--- config.mk ---
export PLATFORM = sky130hd
export DESIGN_NAME = add2_reg
export DESIGN_NICKNAME = d
export VERILOG_FILES = /design/src/rtl/add2_pkg.sv /design/src/rtl/add2_fa.sv /design/src/rtl/add2_reg.sv
export SDC_FILE = /design/constraint.sdc
export NUM_CORES = 1
export LEC_CHECK = 0
export ABC_AREA = 1
export BUFFER_PORTS_ARGS = -buffer_cell sky130_fd_sc_hd__clkbuf_2
export CAP_MARGIN = 30
export CORE_AREA = 2 2 39 41
export CTS_CLUSTER_SIZE = 14
export DETAILED_ROUTE_END_ITERATION = 10
export DIE_AREA = 0 0 41 43
export GPL_TIMING_DRIVEN = 0
export PLACE_DENSITY = 0.35
export SLEW_MARGIN = 20
export SYNTH_ARGS = -nofsm -noshare
export SYNTH_HDL_FRONTEND = slang
export SYNTH_SLANG_ARGS = --single-unit
--- constraint.sdc ---
create_clock -name clk -period 0.8 [get_ports clk]
set_input_delay 0.12 -clock clk [delete_from_list [all_inputs] [get_ports clk]]
set_output_delay 0.12 -clock clk [all_outputs]
set_load 0.01 [all_outputs]
--- src/rtl/add2_pkg.sv ---
// Shared widths and packed types for the registered 2-bit adder.
// The pattern layout matches the ISCAS pin order: N1 is the LSB, N5 the MSB.
package add2_pkg;

  localparam int ADD2_W  = 2;
  localparam int ADD2_RW = 3;

  // Input pattern {N5, N4, N3, N2, N1} = {cin, B[1:0], A[1:0]}
  typedef struct packed {
    logic              cin;
    logic [ADD2_W-1:0] b;
    logic [ADD2_W-1:0] a;
  } add2_pat_t;

  // Result {N52, N51, N50} = {cout, sum[1:0]}
  typedef struct packed {
    logic              cout;
    logic [ADD2_W-1:0] sum;
  } add2_res_t;

endpackage

--- src/rtl/add2_fa.sv ---
// One gate-level full adder cell.
// The XOR output is a named net so it remains a fault-injection site.
module add2_fa (
  input  logic a,
  input  logic b,
  input  logic ci,
  output logic s,
  output logic co
);

  logic w_axb;

  assign w_axb = a ^ b;
  assign s     = w_axb ^ ci;
  assign co    = (a & b) | (ci & w_axb);

endmodule

--- src/rtl/add2_reg.sv ---
// Registered 2-bit ripple-carry adder with carry-in/out and ISCAS pin names.
// The combinational core feeds a single result register; latency is one cycle.
module add2_reg
  import add2_pkg::*;
(
  input  logic clk,
  input  logic rst_n,
  input  logic in_valid,
  input  logic N1,
  input  logic N2,
  input  logic N3,
  input  logic N4,
  input  logic N5,
  output logic out_valid,
  output logic N50,
  output logic N51,
  output logic N52
);

  // Handshake: valid-only, no ready. A pattern is accepted on every rising
  // clk with in_valid=1; out_valid is the one-cycle-delayed in_valid, and the
  // result register only loads on accepted patterns, so it holds otherwise.

  add2_pat_t w_pat;
  add2_res_t w_res;
  logic      w_c1;
  logic      w_s0;
  logic      w_s1;
  logic      w_c2;

  add2_res_t r_res;
  logic      r_out_valid;

  assign w_pat.a   = {N2, N1};
  assign w_pat.b   = {N4, N3};
  assign w_pat.cin = N5;

  add2_fa u_fa0 (
    .a  (w_pat.a[0]),
    .b  (w_pat.b[0]),
    .ci (w_pat.cin),
    .s  (w_s0),
    .co (w_c1)
  );

  add2_fa u_fa1 (
    .a  (w_pat.a[1]),
    .b  (w_pat.b[1]),
    .ci (w_c1),
    .s  (w_s1),
    .co (w_c2)
  );

  assign w_res.sum  = {w_s1, w_s0};
  assign w_res.cout = w_c2;

  // Inputs are ignored entirely while in_valid=0, so X/Z there cannot leak in.
  always_ff @(posedge clk or negedge rst_n) begin
    if (!rst_n) begin
      r_res       <= '0;
      r_out_valid <= 1'b0;
    end else begin
      r_out_valid <= in_valid;
      if (in_valid) begin
        r_res <= w_res;
      end
    end
  end

  assign out_valid = r_out_valid;
  assign N50       = r_res.sum[0];
  assign N51       = r_res.sum[1];
  assign N52       = r_res.cout;

endmodule

[After elaboration in Yosys (flattened, before gate mapping)]
Cells that the tools add are included.
W data, S select, Z words.
Storage, ports and cells
  flip-flop bits (word level): 4
Cells by class
  bitwise operators: 10
Operators with widths (number)
  $and A1 B1 Y1: 4
  $xor A1 B1 Y1: 4
  $or A1 B1 Y1: 2

[Logic depth before layout (Yosys ltp)]
  depth after elaboration: 5
  mapped depth: 6

[Modules after synthesis]
A second synthesis with hierarchy kept.
Second synthesis, totals
  cells, all modules: 16
  area total of the unflattened synthesis: 177.7 um^2
Modules (own cells, without submodules)
  add2_reg: times used 1, cells an instance 14, area each 137.6 um^2, seq. area each 100.1 um^2
  add2_fa: times used 2, cells an instance 1, area each 20.0 um^2, seq. area each 0.0 um^2

[Worst setup path after synthesis]
OpenSTA, ideal clock, no wires.
  kind: in2reg
  from: in N1
  to: reg r_res, in the netlist N51
  data arrival time: 1171 ps
  required time: 683 ps
  slack: -488 ps
  cell stages on the path: 6
  path through: inv_1 fa_1 fa_1 inv_1 nand2_1 nand2_1
Between the ends
  cells in the longest elaborated chain, start to end: 4
RTL lines
  start: declaration: RTL line add2_reg.sv:9  | input logic N1,
  $xor A1 B1 Y1: RTL line add2_fa.sv:13  | assign w_axb = a ^ b;
  $and A1 B1 Y1: RTL line add2_fa.sv:15  | assign co = (a & b) | (ci & w_axb);
  $or A1 B1 Y1 *: RTL line add2_fa.sv:15
  $xor A1 B1 Y1 *: RTL line add2_fa.sv:14  | assign s = w_axb ^ ci;
  end signal: assignment: RTL line add2_reg.sv:65  | r_res <= w_res;
  end: declaration: RTL line add2_reg.sv:31  | add2_res_t r_res;
Every way passes the cells marked *; elsewhere a longest branch is shown, timed or not.
A chain may end at the register's enable or synchronous reset.

[Final worst setup path]
  from: in N5
  to: reg r_res, in the netlist N51
Between the ends
  cells in the longest elaborated chain, start to end: 3
RTL lines
  start: declaration: RTL line add2_reg.sv:13  | input logic N5,
  $and A1 B1 Y1: RTL line add2_fa.sv:15
  $or A1 B1 Y1: RTL line add2_fa.sv:15
  $xor A1 B1 Y1: RTL line add2_fa.sv:14
No other way between the ends.

==> qor.csv <==
metric,value,unit
outcome,"finished, violations left",
violations,setup timing,
cts_buffers,3,
worstSetupStartpoint,N5,
fp.dieW,41,µm
yosys_warnings,0,
fin_tns_setup,-0.6431,ns
yosys.area.top_type_share,48.19,%
setup_viol,6,
min_from,in_valid,
max_freq,897.5,MHz
drc,0,
cts_tree,yes,
synth-seq-area-share,48.19,%
start_util,15.01,%
pin_count,12,
die_height,43,µm
end_kind,register,
timing.rr.start,N50$_DFFE_PN0P_,
fin_skew,0,ns
wl_per_cell,7.268,µm
fp.dieArea,1763,µm²
whs_endpoint,out_valid$_DFF_PN0_,
p_leak,0.2063,nW
synth_area_leaders,"dfrtp_1 (48%), fa_1 (19%), nand2_1 (16%), inv_1 (14%), inv_2 (1.8%)",
ys_ff_latch,4,
synthArstFlopShare,100.0,%
core-area,1384,µm²
port_buffers,11,
maxCapViolCount,0,
num_rows,14,
syn_inst,24,
syn_area,207.7,µm²
slew_viol_final,0,
cts-root-buf,clkbuf_4,
insertedDiodeCount,0,
worst_r2r_endpoint,N50$_DFFE_PN0P_,
gp_congestion,0.5657,
yosysMostFrequentCell,nand2_1,
setup_ws,-0.3142,ns
clk_latency,0.23,ns
finalWirelength,407,µm
cp_max_fo,1,
avgSynthCellArea,8.654,µm²
finish.utilization,25.14,%
vias,183,
grt_pass1_wl,621,µm
vias_per_cell,3.268,
grt_max_degree,6,
critPathLaunchType,primary input,
critical_path_class,primary input to register,
synth-edff-count,0,
synth_ff_type,dfrtp_1,
finalHoldViolations,0,
worst_pin_slew,0.1054,ns
peakVddDrop,0.2847,mV
arrival,1.23,ns
grt_antenna_before_repair,0,
grt_pass1_vias,188,
synth_common_cells,"nand2_1 (9), inv_1 (8), dfrtp_1 (4)",
track_usage,5.847,%
drt_first_pass_iters,1,
power_density,1802,nW/µm²
fin_nets,52,
slew_headroom,92.97,%
htreeDepth,1,
postRouteAntennaNets,0,
worstPathRequired,0.92,ns
synth_cell_types,5,
syn-num-nets,34,
clock_path_buffers,2,
hold_path.class,primary input to register,
drive_gt1_share,52.50,%
cts_sinks,4,
area_delta_synth_final,67.47,%
drt_iter0_markers,0,
period_share,139.3,%
holdPathStages,1,
reg2reg_slack,0.10,ns
rsz0062_at_grt,yes,
clk_pin_slew,0.03,ns
dp_hpwl,365.2,µm
layout_min_cycle_time,1.114,ns
grt_overflow_total,0,
synth_top_cell_by_area,dfrtp_1,
reg2reg_depth,3,
final cells by class:
class,count,area (µm²)
fillers,155,1036
flip-flops and latches,4,100.1
repair buffers,13,87.58
multi-input cells,11,76.32
inverters,9,41.29
clock buffers,3,22.52
well taps,16,20.02
worst max path at each step:
stage,endpoint,slack (ns),depth (start not counted)
after global placement,N51$_DFFE_PN0P_,-0.59,7
after global routing,N51$_DFFE_PN0P_,-0.36,7
after CTS,N51$_DFFE_PN0P_,-0.33,7
after detailed placement,N51$_DFFE_PN0P_,-0.61,7
final,N51$_DFFE_PN0P_,-0.31,7
after floorplan,N51$_DFFE_PN0P_,-0.41,6
critical path: stages:
cell and delay (ns):
buf_6 0.07, inv_2 0.03, fa_2 0.38, fa_1 0.50, inv_1 0.04, nand2_1 0.05
nand2_1 0.05
kinds of logic (layout without fill, tap and decap cells):
family / Yosys count / count (layout) / synth area share, %
adder cells (fa/ha/maj): 2 / 2 / 19.28
buffers and inverters: 9 / 25 / 16.26
flip-flops: 4 / 4 / 48.19
AND/OR/NAND/NOR: 9 / 9 / 16.26
sequential cells by signal (all words and copies together) (netlist names):
register and cells:
N50 1, N51 1, N52 1, out_valid 1
where the power goes:
part | switching, mW | total [mW] | leakage (nW) | internal [mW]
Sequential | 0.0109 | 0.239 | 0.0482 | 0.228
Clock | 0.0724 | 0.239 | 0.0138 | 0.167
Combinational | 0.0729 | 0.148 | 0.144 | 0.0753
Total | 0.156 | 0.627 | 0.206 | 0.471
cell usage in the layout (no fill, tap or decap), drive strengths merged:
cell / Yosys / routed
inv: 9 / 9
buf: 0 / 3
dfrtp: 4 / 4
dlygate4sd3: 0 / 1
clkbuf: 0 / 12
fa: 2 / 2
nand2: 9 / 9
routing by layer:
layer,part of all wire (%),GRT usage [%],vias up
met4,0,8.000,0
met2,46,8.438,12
met5,0,0,-
met3,18,2.618,0
met1,35,4.560,76
li1,-,-,95
what timing repair did:
| item | in CTS | in global routing |
|---|---|---|
| cloned | 0 | 0 |
| gates resized for setup | 1 | 5 |
| setup endpoints to repair | 7 | 7 |
| hold buffers | 1 | 0 |
| pin swaps | 0 | 4 |
| hold endpoints to repair | 4 | 0 |
| setup buffers | 1 | 0 |
per-stage QoR:
step                      setup slack (ns)  area, µm²  hold WS (ns)  power (mW)  instances
after floorplan                    -0.4082      217.7       -0.1756      0.3067         24
after CTS                          -0.3330      341.6       0.06051      0.6443         56
after global routing               -0.3576      347.8       0.06909      0.6832         56
final                              -0.3142      347.8       0.06966      0.6270         56
after global placement             -0.5926      292.8      -0.07327      0.3634         51
after detailed placement           -0.6144      292.8      -0.06718      0.3692         51
No activity file was read; power rests on OpenSTA's default activity.
